==> src/rtl/pdm_cic_decimator_if.sv <==
// PCM output stream of the CIC decimator: one-entry buffered valid/ready
// sample path plus the sticky overwrite flag.
interface pdm_cic_decimator_if;
    logic [31:0] dout;
    logic        dout_valid;
    logic        dout_ready;
    logic        ovf;

    modport master (
        output dout,
        output dout_valid,
        input  dout_ready,
        output ovf
    );

    modport slave (
        input  dout,
        input  dout_valid,
        output dout_ready,
        input  ovf
    );
endinterface

==> src/rtl/pdm_cic_decimator.sv <==
// Third-order CIC decimator turning a 1-bit PDM stream into 32-bit
// offset-binary PCM samples. Integrators run at the PDM bit rate (one step
// per detected ock rising edge), the comb section runs once per DECIM bits,
// and the result is saturated, left-justified and held in a one-entry
// output buffer with a sticky overwrite flag.
module pdm_cic_decimator #(
    parameter int DECIM = 64
) (
    input  logic                       clk,
    input  logic                       rst,
    input  logic                       ock,
    input  logic                       sdi,
    pdm_cic_decimator_if.master        pcm
);
    localparam int LOG2R = $clog2(DECIM);
    localparam int W     = 3 * LOG2R + 2;
    localparam int SW    = W - 1;
    localparam int PAD   = 32 - SW;

    localparam logic [LOG2R-1:0]    PH_LAST = LOG2R'(DECIM - 1);
    localparam logic signed [W-1:0] SAT_MAX = {2'b00, {(W-2){1'b1}}};
    localparam logic signed [W-1:0] SAT_MIN = {2'b11, {(W-2){1'b0}}};

    logic                    ock_d;
    logic                    ock_dd;
    logic                    ock_01;
    logic signed [W-1:0]     x_in;
    logic signed [W-1:0]     i1, i2, i3;
    logic signed [W-1:0]     i1_nxt, i2_nxt, i3_nxt;
    logic [LOG2R-1:0]        ph;
    logic                    dec_stb;
    logic signed [W-1:0]     d1, d2, d3;
    logic signed [W-1:0]     c1, c2, c3;
    logic signed [W-1:0]     c3_q;
    logic                    comb_stb;
    logic [SW-1:0]           s_val;
    logic [31:0]             pcm_word;
    logic [1:0]              warm_cnt;
    logic                    load;
    logic [31:0]             dout_q;
    logic                    dout_valid_q;
    logic                    ovf_q;

    assign ock_01 = ock_d & ~ock_dd;
    assign x_in   = sdi ? W'(1) : {W{1'b1}};

    // Bring the asynchronous PDM bit clock into the clk domain for edge detection.
    always_ff @(posedge clk) begin
        if (rst) begin
            ock_d  <= 1'b0;
            ock_dd <= 1'b0;
        end else begin
            ock_d  <= ock;
            ock_dd <= ock_d;
        end
    end

    // Integrator cascade feeds each stage with the freshly updated previous stage.
    always_comb begin
        i1_nxt = i1 + x_in;
        i2_nxt = i2 + i1_nxt;
        i3_nxt = i3 + i2_nxt;
    end

    // Integrators and bit phase advance once per PDM bit; the last bit of a frame arms the comb.
    always_ff @(posedge clk) begin
        if (rst) begin
            i1      <= '0;
            i2      <= '0;
            i3      <= '0;
            ph      <= '0;
            dec_stb <= 1'b0;
        end else begin
            dec_stb <= ock_01 && (ph == PH_LAST);
            if (ock_01) begin
                i1 <= i1_nxt;
                i2 <= i2_nxt;
                i3 <= i3_nxt;
                ph <= ph + LOG2R'(1);
            end
        end
    end

    // Comb differences against the values held from the previous decimation.
    always_comb begin
        c1 = i3 - d1;
        c2 = c1 - d2;
        c3 = c2 - d3;
    end

    // Comb section registers its result and delay taps once per decimated sample.
    always_ff @(posedge clk) begin
        if (rst) begin
            d1       <= '0;
            d2       <= '0;
            d3       <= '0;
            c3_q     <= '0;
            comb_stb <= 1'b0;
        end else begin
            comb_stb <= dec_stb;
            if (dec_stb) begin
                d1   <= i3;
                d2   <= c1;
                d3   <= c2;
                c3_q <= c3;
            end
        end
    end

    // Clamp to one bit less than the accumulator width (only +R^3 can exceed it) and left-justify as offset binary.
    always_comb begin
        s_val = c3_q[SW-1:0];
        if (c3_q > SAT_MAX) begin
            s_val = SAT_MAX[SW-1:0];
        end else if (c3_q < SAT_MIN) begin
            s_val = SAT_MIN[SW-1:0];
        end
        pcm_word = {~s_val[SW-1], s_val[SW-2:0], {PAD{1'b0}}};
    end

    assign load = comb_stb && (warm_cnt == 2'd3);

    // Discard the first three filter outputs, then manage the one-entry buffer and sticky overwrite flag.
    always_ff @(posedge clk) begin
        if (rst) begin
            warm_cnt     <= 2'd0;
            dout_q       <= 32'h8000_0000;
            dout_valid_q <= 1'b0;
            ovf_q        <= 1'b0;
        end else begin
            if (comb_stb && (warm_cnt != 2'd3)) begin
                warm_cnt <= warm_cnt + 2'd1;
            end
            if (load) begin
                dout_q       <= pcm_word;
                dout_valid_q <= 1'b1;
                if (dout_valid_q && !pcm.dout_ready) begin
                    ovf_q <= 1'b1;
                end
            end else if (dout_valid_q && pcm.dout_ready) begin
                dout_valid_q <= 1'b0;
            end
        end
    end

    assign pcm.dout       = dout_q;
    assign pcm.dout_valid = dout_valid_q;
    assign pcm.ovf        = ovf_q;

endmodule
==> src/flat_wrapper.sv <==
// flat-port wrapper written by rule: the top's interface ports become plain ports
module pdm_cic_decimator_flat 
#(
    parameter int DECIM = 64
)
  (clk, rst, ock, sdi, pcm_dout, pcm_dout_valid, pcm_dout_ready, pcm_ovf);
  pdm_cic_decimator_if pcm_i ();
  input  logic clk;
  input  logic rst;
  input  logic ock;
  input  logic sdi;
  output wire logic [$bits(pcm_i.dout)-1:0] pcm_dout;
  output wire logic [$bits(pcm_i.dout_valid)-1:0] pcm_dout_valid;
  input wire logic [$bits(pcm_i.dout_ready)-1:0] pcm_dout_ready;
  output wire logic [$bits(pcm_i.ovf)-1:0] pcm_ovf;
  assign pcm_dout = pcm_i.dout;
  assign pcm_dout_valid = pcm_i.dout_valid;
  assign pcm_i.dout_ready = pcm_dout_ready;
  assign pcm_ovf = pcm_i.ovf;
  pdm_cic_decimator #(.DECIM(DECIM)) u_core (.clk(clk), .rst(rst), .ock(ock), .sdi(sdi), .pcm(pcm_i));
endmodule
==> config.mk <==
export PLATFORM = sky130hd
export DESIGN_NAME = pdm_cic_decimator_flat
export DESIGN_NICKNAME = d
export VERILOG_FILES = /design/src/rtl/pdm_cic_decimator_if.sv /design/src/rtl/pdm_cic_decimator.sv /design/src/flat_wrapper.sv
export SDC_FILE = /design/constraint.sdc
export NUM_CORES = 1
export LEC_CHECK = 0
export CAP_MARGIN = 0
export CORE_MARGIN = 4
export CORE_UTILIZATION = 56
export DETAILED_ROUTE_END_ITERATION = 6
export PLACE_DENSITY_LB_ADDON = 0.08
export SLEW_MARGIN = 20
export SYNTH_ARGS = -nofsm -noshare
export SYNTH_HDL_FRONTEND = slang
export SYNTH_SLANG_ARGS = --single-unit
==> constraint.sdc <==
create_clock -name clk -period 10.61 [get_ports clk]
set_clock_uncertainty 0.2 [all_clocks]
set_input_delay 2.122 -clock clk [delete_from_list [all_inputs] [get_ports clk]]
set_output_delay 2.122 -clock clk [all_outputs]
set_load 0.005 [all_outputs]
======== Yosys cells after proc, flatten, opt, wreduce, memory -nomap -nowiden ========
Index checks and enable logic that the tools add are counted.
word-level totals
  logic and storage cells ................. 45
  bits in registers ....................... 173
  bits of input ports ..................... 5
  output and inout bits ................... 34
operators by class
  eq/ne operators ......................... 3
  bitwise operators ....................... 3
  order comparisons ....................... 2
  reduce and logical (&&, ||, !) cells .... 8
  mux-type cells .......................... 5
  $add $sub $neg .......................... 8
operator list
  kind                                                                            number
  20-bit adder                                                                    3
  20-bit subtractor                                                               3
  19-bit 2-to-1 mux                                                               2
  20-bit by 19-bit > comparator with 1-bit output, second input constant          1
  20-bit by 19-bit less-than comparator with 1-bit output, second input constant  1
  20-bit 2-to-1 mux                                                               1
  6-bit by 1-bit adder with 6-bit output, second input constant                   1
  6-bit equality test, second input constant                                      1
  1-bit logical AND                                                               5
  2-bit by 1-bit adder with 2-bit output, second input constant                   1
  2-bit equality test, second input constant                                      1
  1-bit 2-to-1 mux                                                                2
  2-bit inequality test, second input constant                                    1
  1-bit inverter                                                                  2
  2-bit AND reduction                                                             1
  2-bit nonzero test                                                              1
  1-bit AND                                                                       1
  1-bit logical NOT                                                               1

======== Logic depth before layout (Yosys ltp) ========
  depth after elaboration ................. 4
  gate-level depth with buffers ........... 29

======== Worst setup path after synthesis ========
No wires, ideal clock.
  path kind ............................... input -> register
  from .................................... input sdi
  to ...................................... register u_core.i3[19]
  arrival ................................. 7.053 ns
  stages on the path ...................... 26
  path slack .............................. 3.287 ns
  path through ............................ inv_1 fa_1 a21o_1 a21oi_1 nor2b_1 o21a_1 o21a_1 a21o_1 a211oi_1 nor2_1 ha_1 o21a_1 o21ai_1 nand2b_1 and3_1 a221oi_2 xnor2_1 ha_1 and3_1 a21oi_1 o21ai_1 o31ai_1 a21oi_1 xnor2_1 or3_1 a21oi_1
between the ends
  longest elaborated chain between the ends .. 4
RTL lines
  element                RTL line                 source
  start, declared        flat_wrapper.sv:11       input logic sdi;
  20-bit 2-to-1 mux      pdm_cic_decimator.sv:45  assign x_in = sdi ? W'(1) : {W{1'b1}};
  20-bit adder           pdm_cic_decimator.sv:60  i1_nxt = i1 + x_in;
  via u_core.i1_nxt[10]  pdm_cic_decimator.sv:29  logic signed [W-1:0] i1_nxt, i2_nxt, i3_nxt;
  20-bit adder           pdm_cic_decimator.sv:61  i2_nxt = i2 + i1_nxt;
  via u_core.i2_nxt[15]  pdm_cic_decimator.sv:29
  20-bit adder           pdm_cic_decimator.sv:62  i3_nxt = i3 + i2_nxt;
  end signal, assigned   pdm_cic_decimator.sv:78  i3 <= i3_nxt;
  end, declared          pdm_cic_decimator.sv:28  logic signed [W-1:0] i1, i2, i3;
The timed path passes the listed nets, and every way through them passes these cells.
A chain may end at the register's enable or synchronous reset.

======== Final worst setup path ========
Same ends and word-level chain as after synthesis.

==> impl_results.md <==
* Core Footprint at 0.01978 mm2
* Share of the synthesized area in the top cell type at between 30% and 40%
* Cell at the root of the clock tree: clkbuf_16
* Count of non-filler cells in the finished layout at 1698
* Clock latency reported for the late side of the worst-skew pair at approximately 430 ps
* Pin count of the biggest net entering global routing at a little over 90
* Finish-stage setup viols at 0
* Post-synth top area cell: dfxtp_1
* Switching power as a share of total power at 43.53%
* Number of gates resized after cts at 0
* Routed length per placed instance at roughly 13 um
* Remaining antenna violation count after routing at 0
* Transition time at the pin with the least slew margin at 958.9 ps
* Clock transition at the registers of the reported paths at 70 ps
* Accumulated negative setup slack at 0 ps
* Clock group share of total power at 17.0%
* TritonCTS clock tree: yes
* Worst Setup SP: sdi
* Leading post-synthesis cells by cell area: dfxtp_1, ha_1, a21oi_1
* Leakage power figure at 4.917 nW
* Overflow after GRT at 0
* Ys Warns at 0
* Count of TritonRoute iterations in the first routing pass at 4
* Area of the multi-input gates at around 0.0074 mm2
* Port bufs at 25
* Count of pins on the block boundary at 39
* Most numerous cell in the Yosys netlist: nor2_1
* IR drop worst, VDD at between 0.2 and 0.25 mV
* Top_reg_cell synth: dfxtp_1
* Critical register-to-register path startpoint: u_core.i3[0]
* Hold/Removal Path Class: flip-flop to flip-flop
* Final period util at between 70% and 80%
* Unique cell type count in the Yosys netlist at 66
* Overall die width at 150.9 um
* Depth of the worst register-to-register path at 27
* Final min period at 7904 ps
* Number of hold-repair buffers added at the cts stage at 0
* Worst slew margin relative to its limit at roughly 36%
* Switching component of the power at roughly 0.0016 W
* Clock sink total at 173
* Count of flip-flops with a built-in enable after synthesis at 0
* Vias at 9167
* DIE HEIGHT at 150.9 um
* Share of the yosys chip area belonging to registers at 30.30%
* Critical setup path kind: input pin to flip-flop
* Required time of the worst setup path at 10770 ps
* Post-Synthesis Mean Instance Area at ~8 um2
* Power share of the sequential group at 18.7%
* Number of nets at the end of the flow at 1550
* Number of maximum-capacitance constraint violations at 0
* PD cells at 303.8 mW/mm2
* FP Rows at 51
* Highest clock rate at between 100 and 150 MHz
* Hold slack at about 240 ps
* Post-CTS setup buffer count at 0
* FF+latch count, synth at 173
* Netlist area before placement at 0.01143 mm2
* P&R area growth vs syn at 8.571%
* Status: complete, no violations
* Estimated wirelength of the detail-placed design at 15840 um
* Cell types with the highest counts after synthesis: nor2_1, dfxtp_1, nand2_1
* Synthesized instance count at between 1000 and 1500
* DRT Wirelength at 22060 um
* Effective utilization at floorplan at 57.78%
* Setup repair after global routing missed its margin: no
* Data arrival, critical path at 8060 ps
* Via count of the first global-routing pass at 8788
* Deepest level of the CTS H-tree at 4
* Number of buffers created by CTS at 17
* Fill cell count at 1760
* Antenna diode count at 0
* Layout cell share with drive strength beyond 1 at 4.117%
* Final slew viol count at 0
* Worst-path maximum fanout at 20
* Final count of hold timing violations at 0
* Global placer's final weighted congestion at 0.8217
* Total power at 0.003770 W
* Startpoint type of the worst setup path: input pin
* Combinational power share at between 60% and 70%
* Hold path cells at 2
* Antenna violations before repair at 0
* Buffer depth of the longest clock path at 2
* GRT Total Usage at 20.15%
* Routed vias/inst at roughly 5.4
* Post-synthesis async set-or-reset flop share at 0%
* Kind of end point of the critical path: flip-flop
* Total Die Area at 0.02276 mm2
* Global-route wire length before repair at between 30000 and 40000 um
* Post-Place Cells at 1666
* Residual DRC count at 0
* Cell Int Power at 0.002129 W
* HP Start: u_core.ph[5]
* Drt first-iter violations at 340
* Footprint of the flip-flops and latches at about 0.0035 mm2
## layout by cell type (no fill, tap or decap), types with 24 or more instances in the layout
| cell type | Yosys | routed |
|---|---|---|
| a21o_1 | 30 | 30 |
| a21oi_1 | 136 | 136 |
| clkdlybuf4s50_1 | 0 | 24 |
| dfxtp_1 | 173 | 171 |
| ha_1 | 119 | 119 |
| inv_1 | 90 | 90 |
| mux2i_1 | 65 | 65 |
| nand2_1 | 143 | 143 |
| nand3_1 | 28 | 28 |
| nor2_1 | 180 | 180 |
| nor3_1 | 24 | 24 |
| o21ai_0 | 69 | 69 |
| xnor2_1 | 73 | 73 |
| xor2_1 | 27 | 27 |
## kinds of logic (layout without fill, tap and decap cells)
logic type	after synthesis	count (layout)	share of synthesized area, %
multiplexers	65	65	5.692
buffers and inverters	156	151	5.550
adder cells (fa/ha/maj)	125	125	14.08
AO/OA/AOI/OAI	359	359	19.43
other	1	13	0.03281
AND/OR/NAND/NOR	445	445	16.86
XOR/XNOR	102	102	8.057
flip-flops	173	173	30.30
## sequential cells by signal, summed over array words and instances (netlist names)
| register | count |
|---|---|
| u_core.d1 | 20 |
| u_core.warm_cnt | 2 |
| u_core.ock_dd | 1 |
| u_core.i1 | 20 |
| u_core.ock_d | 1 |
| u_core.dec_stb | 1 |
| u_core.c3_q | 20 |
| u_core.pcm.ovf | 1 |
| u_core.d2 | 20 |
| u_core.i2 | 20 |
| u_core.ph | 6 |
| u_core.pcm.dout | 19 |
| u_core.comb_stb | 1 |
| u_core.i3 | 20 |
| u_core.d3 | 20 |
| u_core.pcm.dout_valid | 1 |
## worst paths after layout
kind	endpoint	slack [ps]
worst max register to register	u_core.c3_q[19]	4680
worst min register to register	u_core.dec_stb	240
worst max-delay path	u_core.i3[19]	2710
worst min-delay path	u_core.dec_stb	240
## cell type report
| class | count | area share [%] |
|---|---|---|
| flip-flops and latches | 173 | 27.95 |
| multi-input cells | 1109 | 59.53 |
| inverters | 90 | 2.722 |
| clock inverters | 15 | 1.432 |
| well taps | 265 | 2.672 |
| clock buffers | 17 | 3.428 |
| repair buffers | 29 | 2.269 |
## layer usage
metal | part of all wire (%) | routed length, um | global-route usage (%)
met5 | 0 | 0 | 0
met4 | 0.89 | 197 | 5.394
met3 | 2.1 | 471 | 3.112
met2 | 49 | 10830 | 36.48
met1 | 48 | 10560 | 24.86
## worst max-delay path: stages
cell	delay, ps
clkdlybuf4s50_1	400
inv_1	550
ha_1	370
a211oi_1	300
nor2_1	130
nor2_1	200
ha_1	300
o21ai_0	90
nand2_1	100
a21o_1	180
a21o_1	210
a21oi_1	220
o21ba_2	160
xnor2_1	80
ha_1	220
nor4_1	290
nand2_1	80
o32ai_1	350
o21bai_1	140
a41oi_1	400
o21ai_1	180
o31ai_1	280
a21oi_1	120
xnor2_1	150
or3_1	310
a21oi_1	130
## stage by stage
stage	utilization (%)	setup WS, ps	instance area (um2)
after floorplan	-	3287	11470
after global placement	59.68	2348	11810
after detailed placement	59.68	2260	11810
after CTS	62.73	2683	12410
after global routing	62.73	2116	12410
final	62.73	2706	12410
## power groups by stage
stage | clock [W] | combinational (W) | sequential [W]
after floorplan | 0 | 0.00204 | 0.000711
after global placement | 0 | 0.00238 | 0.000718
after detailed placement | 0 | 0.00242 | 0.000720
after CTS | 0.000659 | 0.00243 | 0.000705
after global routing | 0.000685 | 0.00275 | 0.000709
final | 0.000641 | 0.00242 | 0.000705
Note: power is estimated with default switching activity, not from simulation.
